===== src/rtl/wb_soc_reg_slave_pkg.sv =====
`default_nettype none
// ============================================================================
// Package     : wb_soc_reg_slave_pkg
// Description : Register map of the Wishbone SoC register slave. Shared by
//               the RTL, the peripherals that embed the block and the
//               firmware header generator.
// Contents    : byte offsets of the four registers, STATUS bit positions and
//               a small decode helper.
// Revision    : 1.0 - initial release
// ============================================================================
package wb_soc_reg_slave_pkg;

    // Byte offsets within the 16-byte register window
    localparam logic [3:0] REG_ADDR_OFF     = 4'h0;
    localparam logic [3:0] REG_STATUS_OFF   = 4'h4;
    localparam logic [3:0] REG_IRQ_STAT_OFF = 4'h8;
    localparam logic [3:0] REG_IRQ_EN_OFF   = 4'hC;

    // STATUS register bit positions
    localparam int STATUS_INIT_BIT = 0;
    localparam int STATUS_IRQ_BIT  = 1;

    // Word-aligned register offset from a byte address (low two bits dropped)
    function automatic logic [3:0] reg_offset(input logic [3:0] byte_adr);
        return {byte_adr[3:2], 2'b00};
    endfunction

endpackage : wb_soc_reg_slave_pkg
`default_nettype wire


===== src/rtl/wb_soc_reg_slave_sync_edge_detect.sv =====
`default_nettype none
// ============================================================================
// Module      : wb_soc_reg_slave_sync_edge_detect
// Description : Two-flop synchroniser followed by a rising-edge detector.
//               A level held high produces exactly one single-cycle pulse.
// Ports       : p_clk      - destination clock
//               p_resetn   - asynchronous active-low reset
//               async_i    - asynchronous input level
//               pulse_o    - one-cycle pulse on synchronised rising edge
// Revision    : 1.0 - initial release
// ============================================================================
module wb_soc_reg_slave_sync_edge_detect (
    input  logic p_clk,
    input  logic p_resetn,
    input  logic async_i,
    output logic pulse_o
);

    logic meta_q;
    logic sync_q;
    logic prev_q;

    always_ff @(posedge p_clk or negedge p_resetn) begin
        if (!p_resetn) begin
            meta_q <= 1'b0;
            sync_q <= 1'b0;
            prev_q <= 1'b0;
        end else begin
            meta_q <= async_i;
            sync_q <= meta_q;
            prev_q <= sync_q;
        end
    end

    // Combinational so the consumer can register the event on the third edge
    assign pulse_o = sync_q & ~prev_q;

endmodule : wb_soc_reg_slave_sync_edge_detect
`default_nettype wire


===== src/rtl/wb_soc_reg_slave.sv =====
`default_nettype none
// ============================================================================
// Module      : wb_soc_reg_slave
// Description : Wishbone classic slave register block. Holds a 32-bit
//               configuration word for a peripheral datapath and a maskable,
//               sticky interrupt raised by the peripheral.
// Ports       : p_clk / p_resetn      - bus clock, async active-low reset
//               raise_irq             - interrupt request from peripheral
//               irq                   - level interrupt to the CPU
//               module_register       - contents of the ADDR register
//               initialized           - sticky, set by first ADDR write
//               p_wb_reg_*            - Wishbone classic slave port
// Registers   : 0x0 ADDR (RW, byte lanes), 0x4 STATUS (RO),
//               0x8 IRQ_STAT (W1C), 0xC IRQ_EN (RW bit0)
// Revision    : 1.0 - initial release
// ============================================================================
module wb_soc_reg_slave
    import wb_soc_reg_slave_pkg::*;
(
    input  logic        p_clk,
    input  logic        p_resetn,
    input  logic        raise_irq,
    output logic        irq,
    output logic [31:0] module_register,
    output logic        initialized,
    input  logic [31:0] p_wb_reg_DAT_I,
    output logic [31:0] p_wb_reg_DAT_O,
    input  logic [31:0] p_wb_reg_ADR_I,
    output logic        p_wb_reg_ACK_O,
    input  logic        p_wb_reg_CYC_I,
    output logic        p_wb_reg_ERR_O,
    input  logic        p_wb_reg_LOCK_I,
    output logic        p_wb_reg_RTY_O,
    input  logic [3:0]  p_wb_reg_SEL_I,
    input  logic        p_wb_reg_STB_I,
    input  logic        p_wb_reg_WE_I
);

    logic [31:0] addr_q,     addr_d;
    logic        init_q,     init_d;
    logic        irq_stat_q, irq_stat_d;
    logic        irq_en_q,   irq_en_d;
    logic        ack_q,      ack_d;
    logic        err_q,      err_d;
    logic [31:0] dat_o_q,    dat_o_d;

    logic        w_set_pulse;
    logic        w_req;
    logic        w_misaligned;
    logic        w_wr;
    logic        w_w1c;
    logic [31:0] w_rdata;
    logic        w_unused_inputs;

    wb_soc_reg_slave_sync_edge_detect u_raise_sync (
        .p_clk    (p_clk),
        .p_resetn (p_resetn),
        .async_i  (raise_irq),
        .pulse_o  (w_set_pulse)
    );

    // Blocking on our own termination yields one termination every two
    // cycles under a continuously asserted strobe.
    assign w_req        = p_wb_reg_CYC_I & p_wb_reg_STB_I & ~ack_q & ~err_q;
    assign w_misaligned = |p_wb_reg_ADR_I[1:0];
    assign w_wr         = w_req & ~w_misaligned & p_wb_reg_WE_I;

    always_comb begin
        addr_d  = addr_q;
        init_d  = init_q;
        irq_en_d = irq_en_q;
        w_w1c   = 1'b0;
        w_rdata = 32'h0;
        unique case (reg_offset(p_wb_reg_ADR_I[3:0]))
            REG_ADDR_OFF: begin
                w_rdata = addr_q;
                if (w_wr) begin
                    for (int i = 0; i < 4; i++) begin
                        if (p_wb_reg_SEL_I[i]) begin
                            addr_d[8*i +: 8] = p_wb_reg_DAT_I[8*i +: 8];
                        end
                    end
                    if (|p_wb_reg_SEL_I) begin
                        init_d = 1'b1;
                    end
                end
            end
            REG_STATUS_OFF: begin
                w_rdata[STATUS_INIT_BIT] = init_q;
                w_rdata[STATUS_IRQ_BIT]  = irq_stat_q;
            end
            REG_IRQ_STAT_OFF: begin
                w_rdata[0] = irq_stat_q;
                w_w1c      = w_wr & p_wb_reg_SEL_I[0] & p_wb_reg_DAT_I[0];
            end
            REG_IRQ_EN_OFF: begin
                w_rdata[0] = irq_en_q;
                if (w_wr && p_wb_reg_SEL_I[0]) begin
                    irq_en_d = p_wb_reg_DAT_I[0];
                end
            end
            default: ;
        endcase
    end

    // A new event in the same cycle as a software clear must not be lost
    assign irq_stat_d = w_set_pulse | (irq_stat_q & ~w_w1c);

    assign ack_d   = w_req & ~w_misaligned;
    assign err_d   = w_req &  w_misaligned;
    assign dat_o_d = (w_req && !w_misaligned && !p_wb_reg_WE_I) ? w_rdata : 32'h0;

    always_ff @(posedge p_clk or negedge p_resetn) begin
        if (!p_resetn) begin
            addr_q     <= 32'h0;
            init_q     <= 1'b0;
            irq_stat_q <= 1'b0;
            irq_en_q   <= 1'b1;
            ack_q      <= 1'b0;
            err_q      <= 1'b0;
            dat_o_q    <= 32'h0;
        end else begin
            addr_q     <= addr_d;
            init_q     <= init_d;
            irq_stat_q <= irq_stat_d;
            irq_en_q   <= irq_en_d;
            ack_q      <= ack_d;
            err_q      <= err_d;
            dat_o_q    <= dat_o_d;
        end
    end

    assign irq             = irq_stat_q & irq_en_q;
    assign module_register = addr_q;
    assign initialized     = init_q;
    assign p_wb_reg_DAT_O  = dat_o_q;
    assign p_wb_reg_ACK_O  = ack_q;
    assign p_wb_reg_ERR_O  = err_q;
    assign p_wb_reg_RTY_O  = 1'b0;

    // Only the low address nibble is decoded; LOCK has no meaning here
    assign w_unused_inputs = ^{p_wb_reg_ADR_I[31:4], p_wb_reg_LOCK_I};

endmodule : wb_soc_reg_slave
`default_nettype wire


===== config.mk =====
export PLATFORM = sky130hd
export DESIGN_NAME = wb_soc_reg_slave
export DESIGN_NICKNAME = d
export VERILOG_FILES = /design/src/rtl/wb_soc_reg_slave_pkg.sv /design/src/rtl/wb_soc_reg_slave_sync_edge_detect.sv /design/src/rtl/wb_soc_reg_slave.sv
export SDC_FILE = /design/constraint.sdc
export NUM_CORES = 1
export LEC_CHECK = 0
export CAP_MARGIN = 20
export CELL_PAD_IN_SITES_DETAIL_PLACEMENT = 1
export CELL_PAD_IN_SITES_GLOBAL_PLACEMENT = 2
export CORE_UTILIZATION = 28
export DETAILED_ROUTE_END_ITERATION = 10
export DONT_BUFFER_PORTS = 1
export PLACE_DENSITY = 0.59
export SLEW_MARGIN = 20
export SYNTH_ARGS = -nofsm -noshare
export SYNTH_HDL_FRONTEND = slang
export SYNTH_SLANG_ARGS = --single-unit

===== constraint.sdc =====
create_clock -name p_clk -period 3.1 [get_ports p_clk]
set_input_delay 0.465 -clock p_clk [delete_from_list [all_inputs] [get_ports p_clk]]
set_output_delay 0.465 -clock p_clk [all_outputs]
set_load 0.01 [all_outputs]

==> results.ini, run 1 <==
[layout]
postLayoutCellArea_um2 = 2960
synthToLayoutAreaGrowth_pct = 12.7
fin_nets = 250
register_area_um2 = 1800
multi_input_area_um2 = 793
diodes = 0
layout-drive-gt1-share = 0.311
nFillCells = 921

[placed_design]
dpl_cell_area_um2 = 2750
gp_congestion = 0.761
post-place-ws_ps = 1030
place_hpwl_um = 3920
numPortBuffers = 0

[pwr]
p_per_area_nw_per_um2 = 600
power_leakage_nw = 1.52
peakVddDrop_v = 0.000210

[clock_tree]
insertion_delay_ps = 330
root_buffer = clkbuf_8
clk_pin_slew_ps = 60
cts_setup_buffers = 0
cts_sinks = 72
htreeDepth = 3
numCtsBuffers = 9
cts_buffer_depth = 2
cts_tree = done

[logic_synthesis]
synth_warnings = 0
ys_types = 27
synth_area_leader_cell = dfrtp_1
ys_ff_latch = 72
syn_area_um2 = 2630
yosysTopAreaCellShare = 0.676
synthTopCellsByArea = dfrtp_1 (68%), mux2_2 (14%), and2_1 (7.4%)
synth_nets = 242
synth_cells = 167
avgSynthCellArea_um2 = 15.7
ys_seq_area_frac = 0.686

[timing]
setup_tns_ps = 0
worst_slack_ps = 1300
hold_ws_ps = 12.0
drv_slew = 0
rsz0062_at_grt = false
period_minus_slack_ps = 1800
slew-limit-headroom = 0.662
fmax_mhz = 556
fin_crit_sh = 0.580
skew_ps = 4.49
setup_violations = 0
tightest_slew_ps = 507
hold_violations = 0

[setup_path]
criticalPathCategory = reg2reg
arrival_ps = 2010
cp_slowest_stage_delay_ps = 430
crit_required_ps = 3310
worst-path-stages = 4
r2r_end = module_register[8]
critPathCaptureType = flip-flop
setup.worst_path.start = p_wb_reg_ACK_O
r2r_setup_slack_ps = 1300
path_delay_family = simple AND/OR/NAND/NOR gates
critical_path.endpoint = module_register[8]
path_cells = nor4bb_1 > buf_4 > nand4_2 > mux2_2
ff2ff_path_depth = 4
r2r-start = p_wb_reg_ACK_O
crit_slowest_cell = dfrtp_1
crit_fanout = 8
path_buf_inv = 1
crit_path_start_kind = flip-flop

[global_route]
gr-usage-all-layers = 0.121
antenna_found_initial = 1
grt-ovfl-total = 0
grt_max_degree = 73
grt_pass1_wl_um = 8680
grt_pass1_vias = 1615

[route]
first_pass_iters = 4
drt_iter0_drc = 46
postRouteAntennaNets = 0
drc = 0
vias = 1374
routedWlPerCell_um = 18.7
via_per_inst = 4.77
drt_wl_total_um = 5390

[floorplan]
die_h_um = 98.9
core-area_um2 = 8890
io-pin-count = 144
fp-row-count = 34
die_area_um2 = 9780
start_util = 0.296
die_w_um = 98.9

[run_status]
status = finished clean

[run]
cap_violations = 0

[min_path]
hold_path.class = in2async

==> where the power goes <==
group / leakage [nW] / total, mW / internal [mW] / switching, mW
Sequential: 0.979 / 1.03 / 0.978 / 0.0496
Combinational: 0.443 / 0.0742 / 0.0382 / 0.0360
Clock: 0.0941 / 0.675 / 0.368 / 0.306
Total: 1.52 / 1.78 / 1.38 / 0.392
==> sequential cells by signal (all words and copies together), names as in the netlist <==
register	cells
initialized	1
irq_en_q	1
irq_stat_q	1
module_register	32
p_wb_reg_ACK_O	1
p_wb_reg_DAT_O	32
p_wb_reg_ERR_O	1
u_raise_sync.meta_q	1
u_raise_sync.prev_q	1
u_raise_sync.sync_q	1
==> synthesized netlist by cell type (all sizes together) <==
cell type and instances:
dfrtp 71, mux2 33, and2 31, nand4 6, clkbuf 4, buf 2
inv 2, nor2 2, nor3b 2, nor4 2, a22o 1, a41o 1
and3 1, conb 1, dfstp 1, mux2i 1, mux4 1, nand2 1
nand4bb 1, nor2b 1, nor4bb 1, or4 1
==> layout by cell type (no fill, tap or decap), drive strengths merged <==
cell,n
a22o,1
nand4bb,1
nand2,1
mux4,1
bufinv,1
and2,31
buf,3
conb,1
or4,1
dfstp,1
nor2b,1
and3,1
inv,2
a41o,1
nor3b,2
clkbuf,12
nor4bb,1
clkinv,3
nor2,2
nor4,2
mux2i,1
dfrtp,71
mux2,33
nand4,6
==> timing repair <==
item                      4_1_cts  5_1_grt
hold buffers                    1        0
hold endpoints to repair       72        0
resized for setup               0        0
==> final cells by class <==
type | count | area share
Clock buffer | 12 | 0.0456
Clock inverter | 4 | 0.0152
Inverter | 2 | 0.00253
Multi-Input combinational cell | 87 | 0.268
Sequential cell | 72 | 0.609
Tap cell | 108 | 0.0456
Timing Repair Buffer | 3 | 0.0144
==> metrics by stage <==
step | utilization | instances | total power, mW
4_1_cts | 0.333 | 288 | 1.82
3_3_place_gp | 0.310 | 271 | 1.10
5_1_grt | 0.333 | 288 | 1.87
6_report | 0.333 | 288 | 1.78
3_5_place_dp | 0.310 | 271 | 1.10
2_1_floorplan | - | 167 | 1.08
==> worst min-delay path by stage <==
stage	start	to	slack, ps	depth (start not counted)
detailed placement	p_resetn	module_register[4]	170	0
floorplan	p_resetn	initialized	170	0
finish	p_resetn	p_wb_reg_DAT_O[4]	10	1
global route	p_resetn	module_register[2]	20	1
global placement	p_resetn	p_wb_reg_DAT_O[5]	170	0
CTS	p_resetn	module_register[1]	2	1
==> logic make-up (layout without fill, tap and decap cells) <==
| logic type | Yosys count | count (layout) | synth area share |
|---|---|---|---|
| flops | 72 | 72 | 0.686 |
| simple gates | 49 | 49 | 0.136 |
| mux | 35 | 35 | 0.155 |
| buf+inv | 8 | 21 | 0.0148 |
| compound gates | 2 | 2 | 0.00714 |
| other cells | 1 | 1 | 0.00143 |
==> metal layers <==
layer	global-route usage	vias to the layer above	routed length (um)
met5	0	-	0
met1	0.119	703	1860
met4	0.0482	0	83
met3	0.0766	9	651
met2	0.203	78	2790
li1	-	584	-
Note: power is estimated with default switching activity, not from simulation.
==> run 2, diff against run 1 <==
Settings changed: PLACE_DENSITY 0.59 to 0.61.
Clock period 3.1 ns to 1.6 ns, I/O delays scaled along.
==> run 2 against run 1 <==
Worst setup slack got worse by 1300 ps. The run now ends with hold timing left. Fmax increased by 13%. Register-to-register slack got worse by 1300 ps. Cell area increased by 5.6%. Critical endpoint is now module_register[26]. Highest routed layer unchanged.
==> results.ini, run 2 (synthesis results as in run 1) <==
[setup_path]
crit_fanout = 8  ; unchanged
path_cells = nor4bb_1 > buf_4 > nand4_4 > mux2_4
crit_required_ps = 1820  ; -1490 ps
crit_path_start_kind = flip-flop
crit_slowest_cell = dfrtp_1
critical_path.endpoint = module_register[26]
r2r_setup_slack_ps = 20  ; -1290 ps
arrival_ps = 1800  ; -210 ps
setup.worst_path.start = p_wb_reg_ERR_O
critPathCaptureType = flip-flop
r2r-start = p_wb_reg_ERR_O
r2r_end = module_register[26]
criticalPathCategory = reg2reg
cp_slowest_stage_delay_ps = 380  ; -50 ps
ff2ff_path_depth = 4  ; unchanged

[pwr]
sequentialPowerShare = 0.533  ; -0.046
power_switching_mw = 0.795  ; +100%
p_clk_frac = 0.432  ; +0.052
combPwrFrac = 0.035  ; -0.007
p_sw_frac = 0.213  ; -0.00763
p_per_area_nw_per_um2 = 1190  ; +99%
peakVddDrop_v = 0.000444  ; +110%
power.internal_mw = 2.94  ; +110%
power_leakage_nw = 1.53  ; +1.3%

[placed_design]
numPortBuffers = 0  ; unchanged
gp_congestion = 0.720  ; -5.4%
dpl_cell_area_um2 = 2780  ; +0.77%
place_hpwl_um = 4090  ; +4.3%

[timing]
drv_slew = 0  ; unchanged
fmax_mhz = 631  ; +13%
fin_crit_sh = 0.990  ; +0.410
skew_ps = 6.14  ; +1.65 ps
tightest_slew_ps = 715  ; +209 ps
hold_ws_ps = -407  ; -419 ps
setup_violations = 0  ; unchanged
slew-limit-headroom = 0.519  ; -0.142
rsz0062_at_grt = true
period_minus_slack_ps = 1580  ; -214 ps
hold_violations = 72  ; +72

[floorplan]
core-area_um2 = 8890  ; unchanged
die_w_um = 98.9  ; unchanged
die_area_um2 = 9780  ; unchanged
fp-row-count = 34  ; unchanged
io-pin-count = 144  ; unchanged
start_util = 0.296  ; unchanged
die_h_um = 98.9  ; unchanged

[clock_tree]
cts_tree = done
clk_pin_slew_ps = 80  ; +20 ps
cts_buffer_depth = 2  ; unchanged
insertion_delay_ps = 340  ; about the same
htreeDepth = 3  ; unchanged
root_buffer = clkbuf_8
numCtsBuffers = 9  ; unchanged
cts_sinks = 72  ; unchanged
cts_hold_buf = 3  ; +2

[route]
drt_iter0_drc = 24  ; -48%
vias = 1427  ; +3.9%
drc = 0  ; unchanged
drt_wl_total_um = 5750  ; +6.7%
via_per_inst = 4.82  ; +1.1%
first_pass_iters = 2  ; -2
routedWlPerCell_um = 19.4  ; +3.8%
postRouteAntennaNets = 0  ; unchanged

[layout]
register_area_um2 = 1800  ; unchanged
final_cell_mix = dfrtp_1 (71), mux2_2 (32), and2_1 (31)
synthToLayoutAreaGrowth_pct = 18.9
fin_nets = 258  ; +3.2%
multi_input_area_um2 = 848  ; +6.9%
diodes = 0  ; unchanged
postLayoutCellArea_um2 = 3130  ; +5.6%
nFillCells = 927  ; +0.65%
layout-drive-gt1-share = 0.351  ; +0.0400
utilization = 0.352  ; +0.0186
final_common_cell = dfrtp_1

[global_route]
grt-ovfl-total = 0  ; unchanged
grt_pass1_wl_um = 9160  ; +5.5%
antenna_found_initial = 0  ; -1
grt_pass1_vias = 1627  ; +0.74%
gr-usage-all-layers = 0.127  ; +0.00598
grt_busiest_layer = met2
grtUsageMet2 = 0.211  ; +0.00807
grtUsageMet3 = 0.0518  ; -0.0248
grt_max_degree = 73  ; unchanged
use_met1 = 0.137  ; +0.0181

[run_status]
violations = hold timing
status = finished with violations

[min_path]
hold_path.class = in2async

[run]
cap_violations = 0  ; unchanged

-- run 2: changes by cell type in the layout (fill, tap and decap cells not counted), sizes merged --
cell / before / now
buf: 3 / 8
bufinv: 1 / 2
clkbuf: 12 / 11
dlygate4sd3: 0 / 3
-- run 2: worst max-delay path: cells and delay by family, from the launching register on --
| kind | cells | cell delay, ps |
|---|---|---|
| buffers and inverters | 1 | 240 |
| flip-flops | 1 | 380 |
| multiplexers | 1 | 360 |
| AND/OR/NAND/NOR | 2 | 490 |
-- run 2: routing by layer --
layer  up-vias  part of all wire  routed length (um)
met5         -                 0                   0
met4         0             0.023                 133
met3        13             0.086                 497
met2        84              0.52                2980
met1       727              0.37                2140
li1        603                 -                   -
-- run 2: power by group through the flow --
stage	Combinational, mW	Sequential [mW]	Clock (mW)
2_1_floorplan	0.0942	2.00	0
3_3_place_gp	0.102	2.02	0
3_5_place_dp	0.111	2.03	0
4_1_cts	0.117	1.99	1.68
5_1_grt	0.144	2.00	1.77
6_report	0.132	1.99	1.61
-- run 2: through the flow --
step	TNS, ps	setup slack [ps]	cells	power (mW)
5_1_grt	-2400	-97.4	296	3.92
6_report	0	16.1	296	3.74
3_5_place_dp	-3030	-140	273	2.14
2_1_floorplan	0	63.1	167	2.10
3_3_place_gp	-2630	-111	273	2.13
4_1_cts	-3490	-140	292	3.79
-- run 2: layout make-up --
cell class,count,share of cell area
timing repair buffer,11,0.0328
sequential,72,0.577
inverter,2,0.00240
clock inverter,5,0.0252
clock buffer,11,0.0484
multi-input combinational,87,0.271
tap,108,0.0432
-- run 2: how the worst min path moves through the flow --
stage | start | endpoint | depth (start not counted) | slack [ps]
2_1_floorplan | p_resetn | initialized | 0 | -60
3_3_place_gp | p_resetn | p_wb_reg_DAT_O[5] | 0 | -50
3_5_place_dp | p_resetn | p_wb_reg_DAT_O[5] | 0 | -50
4_1_cts | p_resetn | p_wb_reg_DAT_O[5] | 0 | -430
5_1_grt | p_resetn | p_wb_reg_DAT_O[11] | 0 | -450
6_report | p_resetn | p_wb_reg_DAT_O[20] | 0 | -410
-- run 2: timing repair --
item / in CTS / in global routing
setup buffers: 0 / 4
setup endpoints to repair: 32 / 32
pin swaps: 0 / 5
endpoints found under the hold margin: 75 / 72
gates resized for setup: 0 / 7
